===== config.mk =====
export PLATFORM = sky130hd
export DESIGN_NAME = riscv_decoder_gpr_issue_flat
export DESIGN_NICKNAME = d
export VERILOG_FILES = /design/src/rtl/riscv_decoder_gpr_issue_if.sv /design/src/rtl/riscv_decoder_gpr_issue.sv /design/src/flat_wrapper.sv
export SDC_FILE = /design/constraint.sdc
export NUM_CORES = 1
export LEC_CHECK = 0
export CORE_MARGIN = 2
export CORE_UTILIZATION = 30
export CTS_CLUSTER_SIZE = 14
export DETAILED_ROUTE_END_ITERATION = 16
export PLACE_DENSITY = 0.51
export SLEW_MARGIN = 15
export SYNTH_ARGS = -nofsm -noshare
export SYNTH_HDL_FRONTEND = slang
export SYNTH_SLANG_ARGS = --single-unit

===== constraint.sdc =====
create_clock -name clk -period 4.18 [get_ports clk]
set_input_delay 0.418 -clock clk [delete_from_list [all_inputs] [get_ports clk]]
set_output_delay 0.418 -clock clk [all_outputs]
set_load 0.005 [all_outputs]

===== src/rtl/riscv_decoder_gpr_issue_if.sv =====
// Bundle interface between fetch/align, the GPR decode/issue register and
// the operand-read stage.
//   in_*   : decode bundle from fetch/align (valid/ready)
//   out_*  : registered decode results to operand read (valid/ready)
//   wb_*   : writeback retire, clears a scoreboard bit
//   flush  : synchronous pipeline flush
// slave  = the decoder, master = the surrounding pipeline / bench.
interface riscv_decoder_gpr_issue_if #(
  parameter int NUM_LANES = 2
) ();
  logic                           in_valid;
  logic                           in_ready;
  logic [NUM_LANES-1:0][31:0]     in_instr;
  logic [NUM_LANES-1:0]           in_compressed;
  logic [NUM_LANES-1:0]           in_lane_valid;

  logic                           out_valid;
  logic                           out_ready;
  logic [NUM_LANES-1:0][4:0]      out_rd_addr;
  logic [NUM_LANES-1:0][4:0]      out_rs1_addr;
  logic [NUM_LANES-1:0][4:0]      out_rs2_addr;
  logic [NUM_LANES-1:0]           out_rd_we;
  logic [NUM_LANES-1:0]           out_rs1_used;
  logic [NUM_LANES-1:0]           out_rs2_used;
  logic [NUM_LANES-1:0]           out_lane_valid;
  logic [NUM_LANES-1:0]           out_intra_raw;
  logic [NUM_LANES-1:0]           out_illegal_reg;

  logic                           wb_valid;
  logic [4:0]                     wb_addr;
  logic                           flush;

  modport slave (
    input  in_valid, in_instr, in_compressed, in_lane_valid,
    output in_ready,
    output out_valid, out_rd_addr, out_rs1_addr, out_rs2_addr, out_rd_we,
           out_rs1_used, out_rs2_used, out_lane_valid, out_intra_raw,
           out_illegal_reg,
    input  out_ready,
    input  wb_valid, wb_addr, flush
  );

  modport master (
    output in_valid, in_instr, in_compressed, in_lane_valid,
    input  in_ready,
    input  out_valid, out_rd_addr, out_rs1_addr, out_rs2_addr, out_rd_we,
           out_rs1_used, out_rs2_used, out_lane_valid, out_intra_raw,
           out_illegal_reg,
    output out_ready,
    output wb_valid, wb_addr, flush
  );
endinterface


===== src/rtl/riscv_decoder_gpr_issue.sv =====
// Multi-lane registered RV32/RVC GPR address decoder with an in-flight
// destination scoreboard and RAW/WAW issue stall.
//   clk, rst_n : clock (rising edge), async active-low reset
//   bus        : riscv_decoder_gpr_issue_if.slave (in/out handshakes,
//                writeback retire, flush)
// Lane k of in_instr is decoded by its own lane decoder; results are
// latched on acceptance and presented with 1-cycle latency.

// Single-lane combinational decoder. Invalid lanes decode to all zeros.
//   instr_i/compressed_i/valid_i : one lane of the input bundle
//   rd_o/rs1_o/rs2_o             : register addresses
//   rd_we_o/rs1_used_o/rs2_used_o: write / read flags
module riscv_decoder_gpr_issue_lane (
  input  logic [31:0] instr_i,
  input  logic        compressed_i,
  input  logic        valid_i,
  output logic [4:0]  rd_o,
  output logic [4:0]  rs1_o,
  output logic [4:0]  rs2_o,
  output logic        rd_we_o,
  output logic        rs1_used_o,
  output logic        rs2_used_o
);
  localparam logic [6:0] OP_LUI     = 7'b0110111;
  localparam logic [6:0] OP_AUIPC   = 7'b0010111;
  localparam logic [6:0] OP_JAL     = 7'b1101111;
  localparam logic [6:0] OP_BRANCH  = 7'b1100011;
  localparam logic [6:0] OP_STORE   = 7'b0100011;
  localparam logic [6:0] OP_MISCMEM = 7'b0001111;
  localparam logic [6:0] OP_SYSTEM  = 7'b1110011;
  localparam logic [6:0] OP_OP      = 7'b0110011;
  localparam logic [6:0] OP_AMO     = 7'b0101111;

  logic [6:0] opc;
  logic [2:0] f3, cf3;
  logic [4:0] c42, c97, c62, r117;
  logic [4:0] rd, rs1, rs2;
  logic       we, u1, u2;

  assign opc  = instr_i[6:0];
  assign f3   = instr_i[14:12];
  assign cf3  = instr_i[15:13];
  assign c42  = {2'b01, instr_i[9:7]};
  assign c97  = {2'b01, instr_i[4:2]};
  assign c62  = instr_i[6:2];
  assign r117 = instr_i[11:7];

  always_comb begin
    rd = '0; rs1 = '0; rs2 = '0;
    we = 1'b0; u1 = 1'b0; u2 = 1'b0;
    if (!compressed_i) begin
      rd  = instr_i[11:7];
      rs1 = instr_i[19:15];
      rs2 = instr_i[24:20];
      we  = 1'b1;
      if (opc inside {OP_BRANCH, OP_STORE, OP_MISCMEM} ||
          (opc == OP_SYSTEM && f3 == 3'b000))
        we = 1'b0;
      u1 = !(opc inside {OP_LUI, OP_AUIPC, OP_JAL});
      u2 = opc inside {OP_OP, OP_STORE, OP_BRANCH, OP_AMO};
    end else begin
      case ({instr_i[1:0], cf3})
        5'b00_000: begin rd = c97; rs1 = 5'd2; we = 1'b1; u1 = 1'b1; end   // ADDI4SPN
        5'b00_010: begin rd = c97; rs1 = c42;  we = 1'b1; u1 = 1'b1; end   // LW
        5'b00_110: begin rs1 = c42; rs2 = c97; u1 = 1'b1; u2 = 1'b1; end   // SW
        5'b01_000: begin rd = r117; rs1 = r117; we = 1'b1; u1 = 1'b1; end  // ADDI/NOP
        5'b01_001: begin rd = 5'd1; we = 1'b1; end                         // JAL
        5'b01_010: begin rd = r117; we = 1'b1; end                         // LI
        5'b01_011: begin
          if (r117 == 5'd2) begin rd = 5'd2; rs1 = 5'd2; we = 1'b1; u1 = 1'b1; end  // ADDI16SP
          else begin rd = r117; we = 1'b1; end                                      // LUI
        end
        5'b01_100: begin
          if (instr_i[11:10] != 2'b11) begin                               // SRLI/SRAI/ANDI
            rd = c42; rs1 = c42; we = 1'b1; u1 = 1'b1;
          end else if (!instr_i[12]) begin                                 // SUB/XOR/OR/AND
            rd = c42; rs1 = c42; rs2 = c97; we = 1'b1; u1 = 1'b1; u2 = 1'b1;
          end
        end
        5'b01_110, 5'b01_111: begin rs1 = c42; u1 = 1'b1; end              // BEQZ/BNEZ
        5'b10_000: begin rd = r117; rs1 = r117; we = 1'b1; u1 = 1'b1; end  // SLLI
        5'b10_010: begin rd = r117; rs1 = 5'd2; we = 1'b1; u1 = 1'b1; end  // LWSP
        5'b10_100: begin
          if (!instr_i[12]) begin
            if (c62 == 5'd0) begin rs1 = r117; u1 = 1'b1; end              // JR
            else begin rd = r117; rs2 = c62; we = 1'b1; u2 = 1'b1; end     // MV
          end else if (c62 == 5'd0) begin
            if (r117 != 5'd0) begin rd = 5'd1; rs1 = r117; we = 1'b1; u1 = 1'b1; end  // JALR
          end else begin                                                   // ADD
            rd = r117; rs1 = r117; rs2 = c62; we = 1'b1; u1 = 1'b1; u2 = 1'b1;
          end
        end
        5'b10_110: begin rs1 = 5'd2; rs2 = c62; u1 = 1'b1; u2 = 1'b1; end  // SWSP
        default: ;
      endcase
      // x0 is never a real RVC operand
      u1 = u1 && (rs1 != 5'd0);
      u2 = u2 && (rs2 != 5'd0);
    end
    we = we && (rd != 5'd0);
    if (!valid_i) begin
      rd = '0; rs1 = '0; rs2 = '0;
      we = 1'b0; u1 = 1'b0; u2 = 1'b0;
    end
  end

  assign rd_o       = rd;
  assign rs1_o      = rs1;
  assign rs2_o      = rs2;
  assign rd_we_o    = we;
  assign rs1_used_o = u1;
  assign rs2_used_o = u2;
endmodule

module riscv_decoder_gpr_issue #(
  parameter int NUM_LANES = 2,
  parameter int NUM_GPR   = 32
) (
  input  logic                    clk,
  input  logic                    rst_n,
  riscv_decoder_gpr_issue_if.slave bus
);
  localparam bit RV32E = (NUM_GPR == 16);

  logic [NUM_LANES-1:0][4:0] d_rd, d_rs1, d_rs2;
  logic [NUM_LANES-1:0]      d_we, d_u1, d_u2, d_intra, d_ill;

  logic [NUM_LANES-1:0][4:0] rd_q, rs1_q, rs2_q;
  logic [NUM_LANES-1:0]      we_q, u1_q, u2_q, lv_q, intra_q, ill_q;
  logic                      out_valid_q;

  logic [NUM_GPR-1:0]        sb_q, sb_d;
  logic [31:0]               sb_ext, sb_set, sb_clr, sb_nxt;
  logic                      hazard, accept;

  for (genvar k = 0; k < NUM_LANES; k++) begin : g_lane
    riscv_decoder_gpr_issue_lane u_lane (
      .instr_i     (bus.in_instr[k]),
      .compressed_i(bus.in_compressed[k]),
      .valid_i     (bus.in_lane_valid[k]),
      .rd_o        (d_rd[k]),
      .rs1_o       (d_rs1[k]),
      .rs2_o       (d_rs2[k]),
      .rd_we_o     (d_we[k]),
      .rs1_used_o  (d_u1[k]),
      .rs2_used_o  (d_u2[k])
    );
  end

  // Zero-extended view so any 5-bit address indexes safely; addresses
  // beyond NUM_GPR read as "not in flight".
  assign sb_ext = 32'(sb_q);

  always_comb begin
    d_intra = '0;
    d_ill   = '0;
    for (int k = 0; k < NUM_LANES; k++) begin
      for (int j = 0; j < k; j++) begin
        if (d_we[j] && ((d_u1[k] && d_rs1[k] == d_rd[j]) ||
                        (d_u2[k] && d_rs2[k] == d_rd[j])))
          d_intra[k] = 1'b1;
      end
      d_ill[k] = RV32E && ((d_we[k] && d_rd[k][4]) ||
                           (d_u1[k] && d_rs1[k][4]) ||
                           (d_u2[k] && d_rs2[k][4]));
    end
  end

  // Stall from the registered scoreboard only; no writeback bypass.
  always_comb begin
    hazard = 1'b0;
    for (int k = 0; k < NUM_LANES; k++) begin
      if ((d_u1[k] && sb_ext[d_rs1[k]]) ||
          (d_u2[k] && sb_ext[d_rs2[k]]) ||
          (d_we[k] && sb_ext[d_rd[k]]))
        hazard = 1'b1;
    end
  end

  assign bus.in_ready = rst_n && (!out_valid_q || bus.out_ready) && !hazard && !bus.flush;
  assign accept       = bus.in_valid && bus.in_ready;

  // Set is OR-ed after clear so an accept-time set beats a same-cycle retire.
  always_comb begin
    sb_set = '0;
    sb_clr = '0;
    if (accept) begin
      for (int k = 0; k < NUM_LANES; k++)
        if (d_we[k]) sb_set[d_rd[k]] = 1'b1;
    end
    if (bus.wb_valid) sb_clr[bus.wb_addr] = 1'b1;
    sb_nxt = (sb_ext & ~sb_clr) | sb_set;
    sb_d   = bus.flush ? '0 : sb_nxt[NUM_GPR-1:0];
    sb_d[0] = 1'b0;
  end

  always_ff @(posedge clk or negedge rst_n) begin
    if (!rst_n) begin
      sb_q        <= '0;
      out_valid_q <= 1'b0;
      rd_q        <= '0;
      rs1_q       <= '0;
      rs2_q       <= '0;
      we_q        <= '0;
      u1_q        <= '0;
      u2_q        <= '0;
      lv_q        <= '0;
      intra_q     <= '0;
      ill_q       <= '0;
    end else begin
      sb_q <= sb_d;
      if (bus.flush) begin
        out_valid_q <= 1'b0;
      end else if (accept) begin
        out_valid_q <= 1'b1;
        rd_q        <= d_rd;
        rs1_q       <= d_rs1;
        rs2_q       <= d_rs2;
        we_q        <= d_we;
        u1_q        <= d_u1;
        u2_q        <= d_u2;
        lv_q        <= bus.in_lane_valid;
        intra_q     <= d_intra;
        ill_q       <= d_ill;
      end else if (bus.out_ready) begin
        out_valid_q <= 1'b0;
      end
    end
  end

  assign bus.out_valid       = out_valid_q;
  assign bus.out_rd_addr     = rd_q;
  assign bus.out_rs1_addr    = rs1_q;
  assign bus.out_rs2_addr    = rs2_q;
  assign bus.out_rd_we       = we_q;
  assign bus.out_rs1_used    = u1_q;
  assign bus.out_rs2_used    = u2_q;
  assign bus.out_lane_valid  = lv_q;
  assign bus.out_intra_raw   = intra_q;
  assign bus.out_illegal_reg = ill_q;
endmodule


===== src/flat_wrapper.sv =====
// flat-port wrapper written by rule: the top's interface ports become plain ports
module riscv_decoder_gpr_issue_flat 
#(
  parameter int NUM_LANES = 2,
  parameter int NUM_GPR   = 32
)
  (clk, rst_n, bus_in_valid, bus_in_instr, bus_in_compressed, bus_in_lane_valid, bus_in_ready, bus_out_valid, bus_out_rd_addr, bus_out_rs1_addr, bus_out_rs2_addr, bus_out_rd_we, bus_out_rs1_used, bus_out_rs2_used, bus_out_lane_valid, bus_out_intra_raw, bus_out_illegal_reg, bus_out_ready, bus_wb_valid, bus_wb_addr, bus_flush);
  riscv_decoder_gpr_issue_if #(.NUM_LANES(NUM_LANES)) bus_i ();
  input  logic clk;
  input  logic rst_n;
  input wire logic [$bits(bus_i.in_valid)-1:0] bus_in_valid;
  input wire logic [$bits(bus_i.in_instr)-1:0] bus_in_instr;
  input wire logic [$bits(bus_i.in_compressed)-1:0] bus_in_compressed;
  input wire logic [$bits(bus_i.in_lane_valid)-1:0] bus_in_lane_valid;
  output wire logic [$bits(bus_i.in_ready)-1:0] bus_in_ready;
  output wire logic [$bits(bus_i.out_valid)-1:0] bus_out_valid;
  output wire logic [$bits(bus_i.out_rd_addr)-1:0] bus_out_rd_addr;
  output wire logic [$bits(bus_i.out_rs1_addr)-1:0] bus_out_rs1_addr;
  output wire logic [$bits(bus_i.out_rs2_addr)-1:0] bus_out_rs2_addr;
  output wire logic [$bits(bus_i.out_rd_we)-1:0] bus_out_rd_we;
  output wire logic [$bits(bus_i.out_rs1_used)-1:0] bus_out_rs1_used;
  output wire logic [$bits(bus_i.out_rs2_used)-1:0] bus_out_rs2_used;
  output wire logic [$bits(bus_i.out_lane_valid)-1:0] bus_out_lane_valid;
  output wire logic [$bits(bus_i.out_intra_raw)-1:0] bus_out_intra_raw;
  output wire logic [$bits(bus_i.out_illegal_reg)-1:0] bus_out_illegal_reg;
  input wire logic [$bits(bus_i.out_ready)-1:0] bus_out_ready;
  input wire logic [$bits(bus_i.wb_valid)-1:0] bus_wb_valid;
  input wire logic [$bits(bus_i.wb_addr)-1:0] bus_wb_addr;
  input wire logic [$bits(bus_i.flush)-1:0] bus_flush;
  assign bus_i.in_valid = bus_in_valid;
  assign bus_i.in_instr = bus_in_instr;
  assign bus_i.in_compressed = bus_in_compressed;
  assign bus_i.in_lane_valid = bus_in_lane_valid;
  assign bus_in_ready = bus_i.in_ready;
  assign bus_out_valid = bus_i.out_valid;
  assign bus_out_rd_addr = bus_i.out_rd_addr;
  assign bus_out_rs1_addr = bus_i.out_rs1_addr;
  assign bus_out_rs2_addr = bus_i.out_rs2_addr;
  assign bus_out_rd_we = bus_i.out_rd_we;
  assign bus_out_rs1_used = bus_i.out_rs1_used;
  assign bus_out_rs2_used = bus_i.out_rs2_used;
  assign bus_out_lane_valid = bus_i.out_lane_valid;
  assign bus_out_intra_raw = bus_i.out_intra_raw;
  assign bus_out_illegal_reg = bus_i.out_illegal_reg;
  assign bus_i.out_ready = bus_out_ready;
  assign bus_i.wb_valid = bus_wb_valid;
  assign bus_i.wb_addr = bus_wb_addr;
  assign bus_i.flush = bus_flush;
  riscv_decoder_gpr_issue #(.NUM_LANES(NUM_LANES), .NUM_GPR(NUM_GPR)) u_core (.clk(clk), .rst_n(rst_n), .bus(bus_i));
endmodule

======== Word level (Yosys, flattened, before mapping) ========
Index checks and enable logic that the tools add are counted.
word-level totals
  input port bits ......................... 79
  output and inout port bits .............. 44
  bits in registers ....................... 71
  logic and storage cells ................. 279
cells by class
  order comparisons ....................... 10
  equality and inequality tests ........... 50
  reduce and logical (&&, ||, !) cells .... 75
  muxes and demuxes ....................... 126
  bitwise gates (word level) .............. 5
operators with widths
  kind                                                               number
  2-to-1 mux 32 bit                                                  6
  2-to-1 mux 5 bit                                                   34
  one-hot mux 5 bit (6 select lines)                                 4
  == test 5 x 4 -> 1 bit, second input constant                      14
  OR 32 bit                                                          2
  == test 7 x 6 -> 1 bit, second input constant                      8
  2-to-1 mux 1 bit                                                   55
  == test 7 bit, second input constant                               6
  less-than comparator 5 x 6 -> 1 bit, second input constant         7
  == test 5 bit, second input constant                               8
  one-hot mux 5 bit (4 select lines)                                 2
  nonzero test 5 bit                                                 8
  AND 32 bit                                                         1
  2-to-1 mux 4 bit                                                   8
  inverter 32 bit                                                    1
  binary-select mux 1 bit (select 5 bit)                             6
  logical AND 1 bit                                                  24
  == test 5 x 2 -> 1 bit, second input constant                      4
  logical NOT 5 bit                                                  4
  OR reduction 9 bit                                                 2
  OR reduction 4 bit                                                 4
  OR reduction 8 bit                                                 2
  demux 1 bit (select 5 bit)                                         3
  greater-or-equal comparator 5 x 1 -> 1 bit, second input constant  3
  17 further kinds                                                   50

======== Depth between registers and ports, before layout ========
  depth after elaboration ................. 25
  gate-level depth with buffers ........... 16

======== Hierarchy ========
From an unflattened synthesis, not the netlist that was laid out.
second synthesis, totals
  cells, all modules ...................... 778
  area total of the unflattened synthesis .. 7028.0 um^2
modules (own cells, without submodules)
  module                        cells an instance  sequential area each (um^2)  times used  area each (um^2)
  riscv_decoder_gpr_issue       504                1776.7                       1           5298.8
  riscv_decoder_gpr_issue_lane  137                0.0                          2           864.6

======== Least setup slack after synthesis ========
OpenSTA, ideal clock, no wires.
  kind .................................... input to register
  start point ............................. in bus_in_instr[1]
  end point ............................... reg u_core.rs1_q (netlist bit u_core.bus.out_rs1_addr[1])
  setup slack ............................. 132 ps
  data arrival time ....................... 3923 ps
  stages .................................. 15
  required time ........................... 4055 ps
  path through ............................ buf_2 or2_2 or3_1 a21o_1 buf_2 nand2_2 mux4_2 or3b_2 nand4_1 o211a_1 and4bb_1 and3_1 buf_6 buf_12 mux2_4
between the ends
  longest elaborated chain between the ends .. 18
RTL lines
  what                                                                               RTL line                                                        source
  from (decl)                                                                        flat_wrapper.sv:12                                              input wire logic [$bits(bus_i.in_instr)-1:0] bus_in_instr;
  == test 5 x 3 -> 1 bit (tied with other cells)                                     riscv_decoder_gpr_issue.sv:62                                   case ({instr_i[1:0], cf3})
  OR reduction 4 bit (no source line) (tied with other cells)                        -
  one-hot mux 5 bit (6 select lines)                                                 riscv_decoder_gpr_issue.sv:62
  2-to-1 mux 5 bit                                                                   riscv_decoder_gpr_issue.sv:51                                   if (!compressed_i) begin
  2-to-1 mux 5 bit / nonzero test 5 bit (equally long branches)                      riscv_decoder_gpr_issue.sv:51, riscv_decoder_gpr_issue.sv:97
  2-to-1 mux 5 bit / logical AND 1 bit (equally long branches)                       riscv_decoder_gpr_issue.sv:101, riscv_decoder_gpr_issue.sv:97
  binary-select mux 1 bit (select 5 bit) / 2-to-1 mux 1 bit (equally long branches)  riscv_decoder_gpr_issue.sv:173, riscv_decoder_gpr_issue.sv:51
  2-to-1 mux 1 bit, on equally long branches                                         riscv_decoder_gpr_issue.sv:173, riscv_decoder_gpr_issue.sv:101
  logical AND 1 bit                                                                  riscv_decoder_gpr_issue.sv:173                                  if ((d_u1[k] && sb_ext[d_rs1[k]]) ||
  logical OR 1 bit                                                                   riscv_decoder_gpr_issue.sv:173
  logical OR 1 bit                                                                   riscv_decoder_gpr_issue.sv:174                                  (d_u2[k] && sb_ext[d_rs2[k]]) ||
  2-to-1 mux 1 bit (2 in a row)                                                      riscv_decoder_gpr_issue.sv:173
  logical NOT 1 bit                                                                  riscv_decoder_gpr_issue.sv:180                                  assign bus.in_ready = rst_n && (!out_valid_q || bus.out_ready) && !hazard && !bus.flush;
  logical AND 1 bit (2 in a row)                                                     riscv_decoder_gpr_issue.sv:180
  logical AND 1 bit                                                                  riscv_decoder_gpr_issue.sv:181                                  assign accept = bus.in_valid && bus.in_ready;
  AND reduction 2 bit (no source line)                                               -
  to (signal assigned)                                                               riscv_decoder_gpr_issue.sv:217                                  rs1_q <= d_rs1;
  to (decl)                                                                          riscv_decoder_gpr_issue.sv:128                                  logic [NUM_LANES-1:0][4:0] rd_q, rs1_q, rs2_q;
Parallel ways exist; a longest one is shown, timed or not. The select of a mux whose other input is x is not followed.
A chain may end at the register's enable or synchronous reset.

======== Final worst setup path ========
  start point ............................. in bus_in_instr[33]
  end point ............................... out bus_in_ready
between the ends
  longest elaborated chain between the ends .. 15
RTL lines
  what                                                                               RTL line                                                        source
  == test 5 x 3 -> 1 bit (tied with other cells)                                     riscv_decoder_gpr_issue.sv:62
  OR reduction 4 bit (no source line) (tied with other cells)                        -
  one-hot mux 5 bit (6 select lines)                                                 riscv_decoder_gpr_issue.sv:62
  2-to-1 mux 5 bit                                                                   riscv_decoder_gpr_issue.sv:51
  2-to-1 mux 5 bit / nonzero test 5 bit (equally long branches)                      riscv_decoder_gpr_issue.sv:51, riscv_decoder_gpr_issue.sv:97
  2-to-1 mux 5 bit / logical AND 1 bit (equally long branches)                       riscv_decoder_gpr_issue.sv:101, riscv_decoder_gpr_issue.sv:97
  binary-select mux 1 bit (select 5 bit) / 2-to-1 mux 1 bit (equally long branches)  riscv_decoder_gpr_issue.sv:173, riscv_decoder_gpr_issue.sv:51
  2-to-1 mux 1 bit, on equally long branches                                         riscv_decoder_gpr_issue.sv:173, riscv_decoder_gpr_issue.sv:101
  logical AND 1 bit                                                                  riscv_decoder_gpr_issue.sv:173
  logical OR 1 bit                                                                   riscv_decoder_gpr_issue.sv:173
  logical OR 1 bit *                                                                 riscv_decoder_gpr_issue.sv:174
  2-to-1 mux 1 bit *                                                                 riscv_decoder_gpr_issue.sv:173
  logical NOT 1 bit *                                                                riscv_decoder_gpr_issue.sv:180
  logical AND 1 bit * (2 in a row)                                                   riscv_decoder_gpr_issue.sv:180
  to (decl)                                                                          flat_wrapper.sv:15                                              output wire logic [$bits(bus_i.in_ready)-1:0] bus_in_ready;
Every way passes the cells marked *; elsewhere a longest branch is shown, timed or not. The select of a mux whose other input is x is not followed.

==> results.md <==
* Status: finished, final reports clean
* Share of cells above drive strength 1 at between 30% and 40%
* I/O pin count at around 120
* Routed vias at 9862
* Most frequent cells in the layout: buf_4 (269), clkdlybuf4s50_1 (96), nand2_1 (76)
* First-pass GRT wire length at 56.8 mm
* Simple-gate share of the synthesized area at between 20% and 30%
* Routability cong. at 0.960
* Internal power at around 1.7 mW
* Hold_buf cts at 0
* Fin worst setup slack at 0.0727 ns
* DP Wirelength at 28.2 mm
* Hold Fails Final Rpt at 0
* Min Clock Period, post-route at 4.11 ns
* Xor/xnor share of the synthesized area at less than 1%
* Net switching power at about 0.85 mW
* Sequential fraction of the synthesis area at 22.1%
* First-pass DRT Iterations at 6
* Dominant synthesized flop cell: dfrtp_1
* Cell Count, Final, Fillers Out at about 1700
* Hold Crit Class: primary input to asynchronous set/reset pin
* # H-tree levels at 3
* Max capacitance violation total at 0
* Vias in the first global route at 9575
* GR Util All Layers at between 20% and 30%
* Final setup fails at 0
* Die width at 168 microns
* Max clock buf depth at 2
* Placed instance area at about 11000 sq um
* Worst-Margin Slew at between 0.9 and 1 ns
* Pins over their slew limit at 0
* Period utilization at between 90% and 100%
* Row count at 59
* Slowest CP cell: or4_4
* Critical Path Max Stage Delay at ~0.53 ns
* Post-synth top area cell: dfrtp_1
* Max-slew headroom at 37.9%
* Total gr overflow at 0
* Share of the synthesized area in the top cell type at around 22%
* Clk pwr share at between 20% and 30%
* Crit path arrival time at 3.69 ns
* Leading cell type in the layout, fill and taps excluded: buf_4
* WP data required at ~3.8 ns
* Die Area at 28100 sq um
* Antenna Nets Post-Route at 0
* Peak VDD IR at roughly 0.2 mV
* Yosys warns at 0
* Crit path max fanout at 12
* Top post-synthesis cells by area: dfrtp_1 (22%), mux2i_1 (6.7%), mux2_2 (4.3%)
* Largest net degree at the start of global routing at just over 70
* Unique cell type count in the Yosys netlist at 96
* Setup crit end kind: primary output
* Vias per inst at slightly below 6
* CTS tree: built
* Comb power frac at 40.0%
* Lkg Pwr at about 4.8 nW
* Post-synth EDFFs at 0
* Die Y at between 150 and 200 microns
* Routed len/inst at roughly 23 microns
* Fillcell total at between 2000 and 3000
* Core Area at roughly 26000 sq um
* Syn Area/Cell at just under 8 sq um
* Starting Density at a little under a third
* Sequential power share at around a third
* CP Class: primary input to primary output
* Final #Nets at 1404
* Dpl ws at -0.472 ns
* Iteration-0 DRC Markers at between 900 and 1000
* Worst skew pair latency at ~0.34 ns
* Fmax at 243 MHz
* # placed instances at approximately 1600
* Mux share of post-synthesis cell area at 13.3%
* Pwr/cell area at 219 nW/um^2
* Root buf cell: clkbuf_16
* Async set-reset flop share out of synthesis at 100%
* Skew final at ~0.0079 ns
* Setup slack, reg-to-reg at approximately 0.94 ns
* Switch share at 32.7%
* Num CTS Buffers at 9
* Area Overhead vs Synth at 46.9%
* Post-Syn Instances at approximately 1000
* Flops & latches, synth at between 70 and 80
* Initial antenna violation count at 1
* Clock Pin Slew Worst Setup and Hold Paths at roughly 0.06 ns
* DRT Wirelength at ~38 mm
* Worst-path cell chain: clkdlybuf4s50_1 > buf_4 > nand2b_1 > or4_4 > a31o_1 > a221o_1 > o311ai_2 > nand4bb_1 > and4_1 > o211a_1 > and4_4 > clkdlybuf4s15_1
* Largest family of logic cells by synthesized area: compound AO/OA/AOI/OAI gates
* Critical Path Start Type: primary input
* Post-synthesis compound-gate area fraction at between 30 and 40%
* Clock Sinks at 71
* Final Cell Area at between 10000 and 15000 sq um
* Adder-cell area share of the yosys netlist at 0%
* Mapped cell area at around 8000 sq um
* Residual DRC at 0
* Port Buffer Count at 105
==> critical path, delay by kind of cell <==
family                 cells  cell delay (ns)
AND/OR/NAND/NOR            5             1.33
AO/OA/AOI/OAI              4             1.02
buffers and inverters      3             0.90
==> path summary, 6_finish.rpt <==
check                                              from                          to  cells past startpoint
worst max-delay path                   bus_in_instr[33]                bus_in_ready                     12
worst max register to register        u_core.sb_ext[14]  u_core.bus.out_rs2_addr[7]                      9
max in group asynchronous                         rst_n  u_core.bus.out_rs2_addr[3]                      2
worst min-delay path                              rst_n            u_core.sb_ext[7]                      2
min in group clk                u_core.bus.out_rd_we[0]     u_core.bus.out_rd_we[0]                      1
worst min register to register  u_core.bus.out_rd_we[0]     u_core.bus.out_rd_we[0]                      1
==> power groups by stage <==
| stage | registers [mW] | clock network, mW | logic (mW) |
|---|---|---|---|
| finish | 0.815 | 0.734 | 1.03 |
| global route | 0.827 | 0.780 | 1.11 |
| CTS | 0.817 | 0.752 | 1.01 |
| detailed placement | 0.829 | 0 | 0.990 |
| global placement | 0.828 | 0 | 0.990 |
| floorplan | 0.823 | 0 | 0.424 |
==> cell usage after synthesis (8+ instances only) <==
| cell | instances |
|---|---|
| a211o_1 | 8 |
| a211oi_1 | 10 |
| a21oi_1 | 34 |
| a221oi_1 | 9 |
| a22oi_1 | 22 |
| a31oi_1 | 18 |
| a32oi_1 | 17 |
| and2_1 | 23 |
| and3_1 | 18 |
| buf_2 | 17 |
| clkbuf_1 | 53 |
| dfrtp_1 | 71 |
| inv_1 | 33 |
| mux2_2 | 31 |
| mux2i_1 | 54 |
| nand2_1 | 79 |
| nand2b_1 | 20 |
| nand3_1 | 31 |
| nor2_1 | 52 |
| nor2b_1 | 25 |
| nor3_1 | 26 |
| nor4_1 | 16 |
| o2111ai_1 | 8 |
| o211ai_1 | 35 |
| o21a_1 | 8 |
| o21ai_0 | 53 |
| o22ai_1 | 16 |
| o31ai_1 | 27 |
| o32ai_1 | 8 |
| or2_2 | 11 |
==> timing repair <==
action | CTS | global route
gates cloned | 0 | 1
endpoints found under the setup margin | 34 | 47
setup buffers | 2 | 6
resized for setup | 25 | 47
pin swaps | 8 | 31
==> metal layers <==
metal	up-vias	track usage (%)	routed length (microns)
met4	0	8.17	1070
met5	-	0	0
met2	436	45.3	18100
li1	4574	-	-
met3	73	4.23	2610
met1	4779	33.4	15900
==> layout make-up <==
type	instances	area (sq um)	share of cell area, %
inverter	34	128	1.08
sequential	71	1780	15.0
antenna	1	2.50	0.0212
clock buffer	10	239	2.02
tap	335	419	3.55
timing repair buffer	386	3240	27.4
clock inverter	6	45.0	0.381
multi-input combinational	823	5960	50.5
==> flip-flops by register name, summed over array words and instances, names as in the netlist <==
signal                     count
u_core.bus.out_rs1_used        2
u_core.sb_ext                 31
u_core.bus.out_rs2_addr       10
u_core.bus.out_rs2_used        2
u_core.bus.out_rs1_addr       10
u_core.bus.out_rd_addr        10
u_core.bus.out_lane_valid      2
u_core.bus.out_intra_raw       1
u_core.bus.out_rd_we           2
u_core.bus.out_valid           1
==> cell families after synthesis <==
group / Yosys count
AO/OA/AOI/OAI: 366
XOR/XNOR: 8
buffers and inverters: 121
flip-flops: 71
multiplexers: 95
other: 1
AND/OR/NAND/NOR: 351
==> metrics by stage <==
stage / utilization (%) / hold WS (ns) / TNS, ns / total power, mW
6_report: 45.1 / 0.335 / 0 / 2.58
5_1_grt: 45.1 / 0.417 / -0.0497 / 2.71
4_1_cts: 44.1 / 0.368 / 0 / 2.57
3_5_place_dp: 42.7 / 0.498 / -22.48 / 1.82
3_3_place_gp: 42.7 / 0.492 / -21.70 / 1.82
2_1_floorplan: - / 0.122 / 0 / 1.25
(Power assumes the default switching activity.)
